**src/rtl/ts_word_packer_pkg.sv**
```systemverilog
// rtl/ts_word_packer_pkg.sv - shared TS constants and lane-count helper (package ts_pkg)
package ts_pkg;

  // Default width of one transport-stream symbol
  localparam int TS_MPEG_DATA_WIDTH = 8;

  // Transport-stream sync byte and packet length
  localparam logic [7:0] TS_SYNC_BYTE = 8'h47;
  localparam int         TS_PKT_LEN   = 188;

  // Number of symbol lanes in one output word
  function automatic int ts_lanes(input int out_width, input int data_width);
    return out_width / data_width;
  endfunction

endpackage

```
**src/rtl/ts_word_packer_if.sv**
```systemverilog
// rtl/ts_word_packer_if.sv - TS byte input, AXI-Stream word output and status bundle
interface ts_word_packer_if
  import ts_pkg::*;
#(
  parameter int MPEG_DATA_WIDTH = TS_MPEG_DATA_WIDTH,
  parameter int OUT_WIDTH       = 32,
  parameter int FIFO_DEPTH      = 16
);

  localparam int LANES = ts_lanes(OUT_WIDTH, MPEG_DATA_WIDTH);
  localparam int LW    = $clog2(FIFO_DEPTH) + 1;

  logic                       ts_valid;
  logic                       ts_sync;
  logic [MPEG_DATA_WIDTH-1:0] ts_data;
  logic [OUT_WIDTH-1:0]       m_tdata;
  logic [LANES-1:0]           m_tkeep;
  logic                       m_tuser;
  logic                       m_tvalid;
  logic                       m_tready;
  logic                       overflow;
  logic [LW-1:0]              level;
`ifdef TS_WORD_PACKER_STATS_EN
  logic [31:0]                pkt_count;
  logic [31:0]                drop_count;
`endif

  // Packer side: consumes TS bytes, produces packed words
  modport master (
    input  ts_valid, ts_sync, ts_data, m_tready,
    output m_tdata, m_tkeep, m_tuser, m_tvalid, overflow, level
`ifdef TS_WORD_PACKER_STATS_EN
    , output pkt_count, drop_count
`endif
  );

  // Environment side: drives TS bytes, consumes packed words
  modport slave (
    output ts_valid, ts_sync, ts_data, m_tready,
    input  m_tdata, m_tkeep, m_tuser, m_tvalid, overflow, level
`ifdef TS_WORD_PACKER_STATS_EN
    , input pkt_count, drop_count
`endif
  );

endinterface

```
**src/rtl/ts_word_fifo.sv**
```systemverilog
// rtl/ts_word_fifo.sv - single-clock word buffer with full/empty/level
module ts_word_fifo #(
  parameter int WIDTH = 37,
  parameter int DEPTH = 16,
  localparam int AW   = $clog2(DEPTH)
) (
  input  logic             clk,
  input  logic             rst,
  input  logic             i_push,
  input  logic [WIDTH-1:0] i_data,
  input  logic             i_pop,
  output logic [WIDTH-1:0] o_data,
  output logic             o_empty,
  output logic             o_full,
  output logic [AW:0]      o_level
);

  logic [WIDTH-1:0] r_mem [DEPTH];
  logic [AW-1:0]    r_wr;
  logic [AW-1:0]    r_rd;
  logic [AW:0]      r_count;
  logic             w_pop;
  logic             w_push;

  assign o_empty = (r_count == '0);
  assign o_full  = (r_count == (AW+1)'(DEPTH));
  assign o_level = r_count;
  // A pop frees the slot, so a push into a full buffer succeeds when both happen together
  assign w_pop   = i_pop && !o_empty;
  assign w_push  = i_push && (!o_full || w_pop);
  // Head word is forced to zero while empty so nothing stale is ever presented
  assign o_data  = o_empty ? '0 : r_mem[r_rd];

  // Storage write; contents need no reset because reads are gated by the count
  always_ff @(posedge clk) begin
    if (w_push) r_mem[r_wr] <= i_data;
  end

  // Pointer and occupancy bookkeeping; pointers wrap naturally at DEPTH
  always_ff @(posedge clk) begin
    if (rst) begin
      r_wr    <= '0;
      r_rd    <= '0;
      r_count <= '0;
    end else begin
      if (w_push) r_wr <= r_wr + 1'b1;
      if (w_pop)  r_rd <= r_rd + 1'b1;
      case ({w_push, w_pop})
        2'b10:   r_count <= r_count + 1'b1;
        2'b01:   r_count <= r_count - 1'b1;
        default: r_count <= r_count;
      endcase
    end
  end

endmodule

```
**src/rtl/ts_word_packer.sv**
```systemverilog
// rtl/ts_word_packer.sv - packs TS bytes into AXI-Stream words; optional TS_WORD_PACKER_STATS_EN counters
module ts_word_packer
  import ts_pkg::*;
#(
  parameter int MPEG_DATA_WIDTH = TS_MPEG_DATA_WIDTH,
  parameter int OUT_WIDTH       = 32,
  parameter int FIFO_DEPTH      = 16,
  parameter int BIG_ENDIAN      = 0
) (
  input logic             clk,
  input logic             rst,
  ts_word_packer_if.master bus
);

  localparam int         LANES = ts_lanes(OUT_WIDTH, MPEG_DATA_WIDTH);
  localparam int         DW    = MPEG_DATA_WIDTH;
  localparam logic [4:0] LAST  = 5'(LANES - 1);

  logic [4:0]           r_idx;
  logic [OUT_WIDTH-1:0] r_word;
  logic [LANES-1:0]     r_keep;
  logic                 r_user;
  logic                 r_push;
  logic [OUT_WIDTH-1:0] r_push_word;
  logic [LANES-1:0]     r_push_keep;
  logic                 r_push_user;
  logic                 r_overflow;

  logic                 w_flush;
  logic [4:0]           w_base_idx;
  logic [OUT_WIDTH-1:0] w_base_word;
  logic [LANES-1:0]     w_base_keep;
  logic                 w_base_user;
  logic [4:0]           w_lane;
  logic [OUT_WIDTH-1:0] w_word;
  logic [LANES-1:0]     w_keep;
  logic                 w_user;
  logic                 w_done;
  logic                 w_empty;
  logic                 w_full;
  logic                 w_pop;
  logic                 w_drop;

  // Merge the incoming byte into the partial word; a sync byte mid-word starts from a clean word
  always_comb begin
    w_flush     = bus.ts_valid && bus.ts_sync && (r_idx != 5'd0);
    w_base_idx  = w_flush ? 5'd0 : r_idx;
    w_base_word = w_flush ? '0 : r_word;
    w_base_keep = w_flush ? '0 : r_keep;
    w_base_user = w_flush ? 1'b0 : r_user;
    w_lane      = (BIG_ENDIAN != 0) ? (LAST - w_base_idx) : w_base_idx;
    w_word      = w_base_word;
    w_keep      = w_base_keep;
    for (int l = 0; l < LANES; l++) begin
      if (5'(l) == w_lane) begin
        w_word[l*DW +: DW] = bus.ts_data;
        w_keep[l]          = 1'b1;
      end
    end
    w_user = w_base_user | bus.ts_sync;
    w_done = (w_base_idx == LAST);
  end

  // Lane index, partial word and the one-deep push stage into the buffer
  always_ff @(posedge clk) begin
    if (rst) begin
      r_idx       <= '0;
      r_word      <= '0;
      r_keep      <= '0;
      r_user      <= 1'b0;
      r_push      <= 1'b0;
      r_push_word <= '0;
      r_push_keep <= '0;
      r_push_user <= 1'b0;
    end else begin
      r_push <= 1'b0;
      if (bus.ts_valid) begin
        if (w_flush) begin
          r_push      <= 1'b1;
          r_push_word <= r_word;
          r_push_keep <= r_keep;
          r_push_user <= r_user;
        end
        if (w_done) begin
          r_push      <= 1'b1;
          r_push_word <= w_word;
          r_push_keep <= w_keep;
          r_push_user <= w_user;
          r_idx       <= '0;
          r_word      <= '0;
          r_keep      <= '0;
          r_user      <= 1'b0;
        end else begin
          r_idx  <= w_base_idx + 5'd1;
          r_word <= w_word;
          r_keep <= w_keep;
          r_user <= w_user;
        end
      end
    end
  end

  assign w_pop  = !w_empty && bus.m_tready;
  assign w_drop = r_push && w_full && !w_pop;

  ts_word_fifo #(
    .WIDTH (OUT_WIDTH + LANES + 1),
    .DEPTH (FIFO_DEPTH)
  ) u_fifo (
    .clk     (clk),
    .rst     (rst),
    .i_push  (r_push),
    .i_data  ({r_push_user, r_push_keep, r_push_word}),
    .i_pop   (w_pop),
    .o_data  ({bus.m_tuser, bus.m_tkeep, bus.m_tdata}),
    .o_empty (w_empty),
    .o_full  (w_full),
    .o_level (bus.level)
  );

  assign bus.m_tvalid = !w_empty;
  assign bus.overflow = r_overflow;

  // Sticky flag for any word lost to a full buffer
  always_ff @(posedge clk) begin
    if (rst) r_overflow <= 1'b0;
    else if (w_drop) r_overflow <= 1'b1;
  end

`ifdef TS_WORD_PACKER_STATS_EN
  logic [31:0] r_pkt_count;
  logic [31:0] r_drop_count;

  // Saturating counts of accepted sync bytes and dropped words
  always_ff @(posedge clk) begin
    if (rst) begin
      r_pkt_count  <= '0;
      r_drop_count <= '0;
    end else begin
      if (bus.ts_valid && bus.ts_sync && (r_pkt_count != '1)) r_pkt_count <= r_pkt_count + 32'd1;
      if (w_drop && (r_drop_count != '1)) r_drop_count <= r_drop_count + 32'd1;
    end
  end

  assign bus.pkt_count  = r_pkt_count;
  assign bus.drop_count = r_drop_count;
`endif

endmodule

```
**src/flat_wrapper.sv**
```systemverilog
// flat-port wrapper written by rule: the top's interface ports become plain ports
module ts_word_packer_flat import ts_pkg::*;
#(
  parameter int MPEG_DATA_WIDTH = TS_MPEG_DATA_WIDTH,
  parameter int OUT_WIDTH       = 32,
  parameter int FIFO_DEPTH      = 16,
  parameter int BIG_ENDIAN      = 0
)
  (clk, rst, bus_ts_valid, bus_ts_sync, bus_ts_data, bus_m_tready, bus_m_tdata, bus_m_tkeep, bus_m_tuser, bus_m_tvalid, bus_overflow, bus_level);
  ts_word_packer_if #(.MPEG_DATA_WIDTH(MPEG_DATA_WIDTH), .OUT_WIDTH(OUT_WIDTH), .FIFO_DEPTH(FIFO_DEPTH)) bus_i ();
  input logic clk;
  input logic rst;
  input wire logic [$bits(bus_i.ts_valid)-1:0] bus_ts_valid;
  input wire logic [$bits(bus_i.ts_sync)-1:0] bus_ts_sync;
  input wire logic [$bits(bus_i.ts_data)-1:0] bus_ts_data;
  input wire logic [$bits(bus_i.m_tready)-1:0] bus_m_tready;
  output wire logic [$bits(bus_i.m_tdata)-1:0] bus_m_tdata;
  output wire logic [$bits(bus_i.m_tkeep)-1:0] bus_m_tkeep;
  output wire logic [$bits(bus_i.m_tuser)-1:0] bus_m_tuser;
  output wire logic [$bits(bus_i.m_tvalid)-1:0] bus_m_tvalid;
  output wire logic [$bits(bus_i.overflow)-1:0] bus_overflow;
  output wire logic [$bits(bus_i.level)-1:0] bus_level;
  assign bus_i.ts_valid = bus_ts_valid;
  assign bus_i.ts_sync = bus_ts_sync;
  assign bus_i.ts_data = bus_ts_data;
  assign bus_i.m_tready = bus_m_tready;
  assign bus_m_tdata = bus_i.m_tdata;
  assign bus_m_tkeep = bus_i.m_tkeep;
  assign bus_m_tuser = bus_i.m_tuser;
  assign bus_m_tvalid = bus_i.m_tvalid;
  assign bus_overflow = bus_i.overflow;
  assign bus_level = bus_i.level;
  ts_word_packer #(.MPEG_DATA_WIDTH(MPEG_DATA_WIDTH), .OUT_WIDTH(OUT_WIDTH), .FIFO_DEPTH(FIFO_DEPTH), .BIG_ENDIAN(BIG_ENDIAN)) u_core (.clk(clk), .rst(rst), .bus(bus_i));
endmodule
```
**config.mk**
```make
export PLATFORM = sky130hd
export DESIGN_NAME = ts_word_packer_flat
export DESIGN_NICKNAME = d
export VERILOG_FILES = /design/src/rtl/ts_word_packer_pkg.sv /design/src/rtl/ts_word_packer_if.sv /design/src/rtl/ts_word_fifo.sv /design/src/rtl/ts_word_packer.sv /design/src/flat_wrapper.sv
export SDC_FILE = /design/constraint.sdc
export NUM_CORES = 1
export LEC_CHECK = 0
export CORE_MARGIN = 1.5
export CORE_UTILIZATION = 50
export DETAILED_ROUTE_END_ITERATION = 8
export GPL_TIMING_DRIVEN = 0
export PLACE_DENSITY_LB_ADDON = 0.15
export SLEW_MARGIN = 0
export SYNTH_ARGS = -nofsm -noshare
export SYNTH_HDL_FRONTEND = slang
export SYNTH_SLANG_ARGS = --single-unit
```
**constraint.sdc**
```tcl
create_clock -name clk -period 3.3 [get_ports clk]
set_input_delay 0.99 -clock clk [delete_from_list [all_inputs] [get_ports clk]]
set_output_delay 0.99 -clock clk [all_outputs]
set_load 0.02 [all_outputs]
```
==> impl_metrics.json <==
{
  "status": "finished with violations",
  "violations": "negative setup slack",
  "die-area_mm2": 0.0546,
  "die_w_um": 234,
  "cts_tree": "yes",
  "finalClockSkew_ns": 0.0201,
  "clk_latency_ns": 0.59,
  "synth_fp_nets": 1363,
  "antenna_found_initial": 0,
  "drt-total-wl_um": 63100,
  "vias": 13700,
  "nNetsFinal": 1542,
  "syn-cell-area_mm2": 0.0266,
  "synth_edf_count": 592,
  "fp.dieH_um": 234,
  "critPathCaptureType": "primary output",
  "ys_seq_area_share_pct": 74.2,
  "synth.most_common_cell": "edfxtp_1",
  "place_area_mm2": 0.0284,
  "syn_to_final_growth_pct": 18.8,
  "clk_pin_slew_ns": 0.06,
  "slew_violations": 0,
  "yosys_warnings": 0,
  "globalplace.congestion": 0.827,
  "io_buffer_count": 54,
  "finalCriticalPeriod_ns": 3.48,
  "grt.total_usage_pct": 23.7,
  "grt_pass1_vias": 13600,
  "yosys-top-cells-count": "592 x edfxtp_1, 148 x mux4_2, 98 x dfxtp_1",
  "initial_core_util_pct": 50.6,
  "cts_sinks": 690,
  "ys_seq_elements": 690,
  "seq_area_mm2": 0.0197,
  "synth_top_area_cell": "edfxtp_1",
  "cp.required_ns": 2.31,
  "hold_slack_ns": 0.457,
  "post_drt_wl_per_cell_um": 27.9,
  "drtPass1Iterations": 7,
  "relSlewSlack_pct": 28.9,
  "core.rowCount": 84,
  "via_per_inst": 6.06,
  "cp-start-kind": "flip-flop",
  "ctsHoldBuffers": 0,
  "hpwl_um": 38200,
  "drtAntennaViolNets": 0,
  "final_cell_area_mm2": 0.0316,
  "path_class": "flip-flop to primary output",
  "clockBufferDepth": 3,
  "grt_max_degree": 28,
  "num-fill-cells": 3794,
  "synth_cell_types": 55,
  "hold_path.class": "flip-flop to flip-flop",
  "max_cap_viol_count": 0,
  "diodes": 0,
  "fin_cells": 2259,
  "synthTopCellsByArea": "edfxtp_1 67%, mux4_2 13%, dfxtp_1 7.4%",
  "place_ws_ns": -1.12,
  "core_mm2": 0.0526,
  "maxClockFrequency_mhz": 287,
  "worst_slack_ns": -0.183,
  "avgSynthCellArea_um2": 19.8,
  "worstPathArrival_ns": 2.49,
  "multi_input_area_mm2": 0.00664,
  "dp.cells": 2101,
  "tightestPinTransition_ns": 1.06,
  "critPathMaxFanout": 6,
  "syn_inst": 1343,
  "ios": 57,
  "fin_setup_tns_ns": -4.26,
  "root_buffer": "clkbuf_16",
  "drc_errors": 0,
  "power.density_mw_per_mm2": 718,
  "hold_viol": 0,
  "drive_gt1_share_pct": 30.1,
  "cts.htree.levels": 3,
  "synth_top_area_share_pct": 66.9,
  "peakVddDrop_uv": 485,
  "cts_buffers": 70,
  "drtIter0Drc": 1538,
  "post-route-period-util_pct": 106,
  "ys.flop_type": "edfxtp_1",
  "grt_overflow": 0,
  "leakage_nw": 9.88,
  "setup_violations": 37,
  "grt_setup_unrepaired": "yes",
  "grt_pass1_wl_um": 91400,
  "async_flop_share_pct": 0
}
[critical path: stages, from the launching register on]
cell and delay [ns]:
dfxtp_2 0.35, buf_8 0.14, clkbuf_16 0.20, buf_16 0.15
mux4_2 0.49, mux2i_1 0.21, o22ai_2 0.19, buf_6 0.17
[final timing paths]
| kind | from | to | slack (ns) | depth (start not counted) |
|---|---|---|---|---|
| worst max-delay path | flip-flop | bus_m_tdata[2] | -0.18 | 7 |
| worst min-delay path | u_core.r_keep[1]$_SDFFE_PP0P_ | u_core.r_keep[1]$_SDFFE_PP0P_ | 0.46 | 1 |
| worst max register to register | u_core.u_fifo.o_level[0]$_SDFFE_PP0P_ | u_core.u_fifo.r_mem[11][24]$_DFFE_PP_ | 0.68 | 5 |
| worst min register to register | u_core.r_keep[1]$_SDFFE_PP0P_ | u_core.r_keep[1]$_SDFFE_PP0P_ | 0.46 | 1 |
[routing by layer]
layer	up-vias	track usage, %	routed length (um)
li1	5903	-	-
met1	7211	34.0	27000
met2	490	37.7	30600
met3	89	3.80	4110
met4	0	7.01	1340
met5	-	0	0
[what timing repair did]
item                                    CTS  global route
pin swaps                                11            10
endpoints found under the setup margin   37           172
hold endpoints to repair                  0             0
gates cloned                              8             1
gates resized for setup                 353            47
buffers inserted                         22            10
[through the flow]
| stage | utilization (%) | power, W |
|---|---|---|
| 2_1_floorplan | - | 0.0124 |
| 3_3_place_gp | 53.3 | 0.0140 |
| 3_5_place_dp | 54.0 | 0.0140 |
| 4_1_cts | 59.9 | 0.0227 |
| 5_1_grt | 60.1 | 0.0234 |
| 6_report | 60.1 | 0.0227 |
[cells in the final DEF (no fill, tap or decap), types with 15 or more instances in the layout]
cell	instances
clkinv_1	15
a21oi_1	31
clkbuf_1	30
a22o_1	24
buf_4	32
edfxtp_1	592
buf_6	23
mux4_2	148
a221oi_2	17
clkdlybuf4s50_1	17
o21ai_0	22
dfxtp_1	96
buf_2	30
mux2i_1	77
buf_12	32
o22ai_1	25
clkbuf_16	78
nor2_1	38
nand3_1	22
[flip-flops by register name (all words and copies together) (netlist names), named ones only]
| signal | cells |
|---|---|
| u_core.bus.overflow | 1 |
| u_core.r_push_word | 32 |
| u_core.r_push_user | 1 |
| u_core.u_fifo.r_wr | 4 |
| u_core.r_idx | 5 |
| u_core.r_keep | 4 |
| u_core.r_push | 1 |
| u_core.r_push_keep | 4 |
| u_core.r_word | 32 |
| u_core.u_fifo.r_mem | 592 |
| u_core.r_user | 1 |
| u_core.u_fifo.o_level | 5 |
| u_core.u_fifo.r_rd | 4 |
[report_power, final]
| part | leakage (nW) | internal [W] | switching [W] |
|---|---|---|---|
| Sequential | 6.03 | 0.00949 | 0.000130 |
| Clock | 1.05 | 0.00434 | 0.00314 |
| Combinational | 2.81 | 0.00287 | 0.00270 |
[cells by family after synthesis]
| kind of cell | Yosys count | share of synthesized area, % |
|---|---|---|
| compound gates | 168 | 4.67 |
| xor+xnor | 7 | 0.231 |
| fa+ha+maj | 7 | 0.329 |
| buf+inv | 92 | 1.61 |
| flops | 690 | 74.2 |
| mux | 243 | 16.1 |
| simple gates | 136 | 2.80 |
[area by class of cell]
class	instances	area share, %
timing repair buffer	108	4.20
tap	688	2.73
buffer	83	2.70
clock inverter	28	0.630
clock buffer	93	6.13
inverter	8	0.0951
multi-input combinational	561	21.0
sequential	690	62.5
Power figures use the tool's default switching activity.
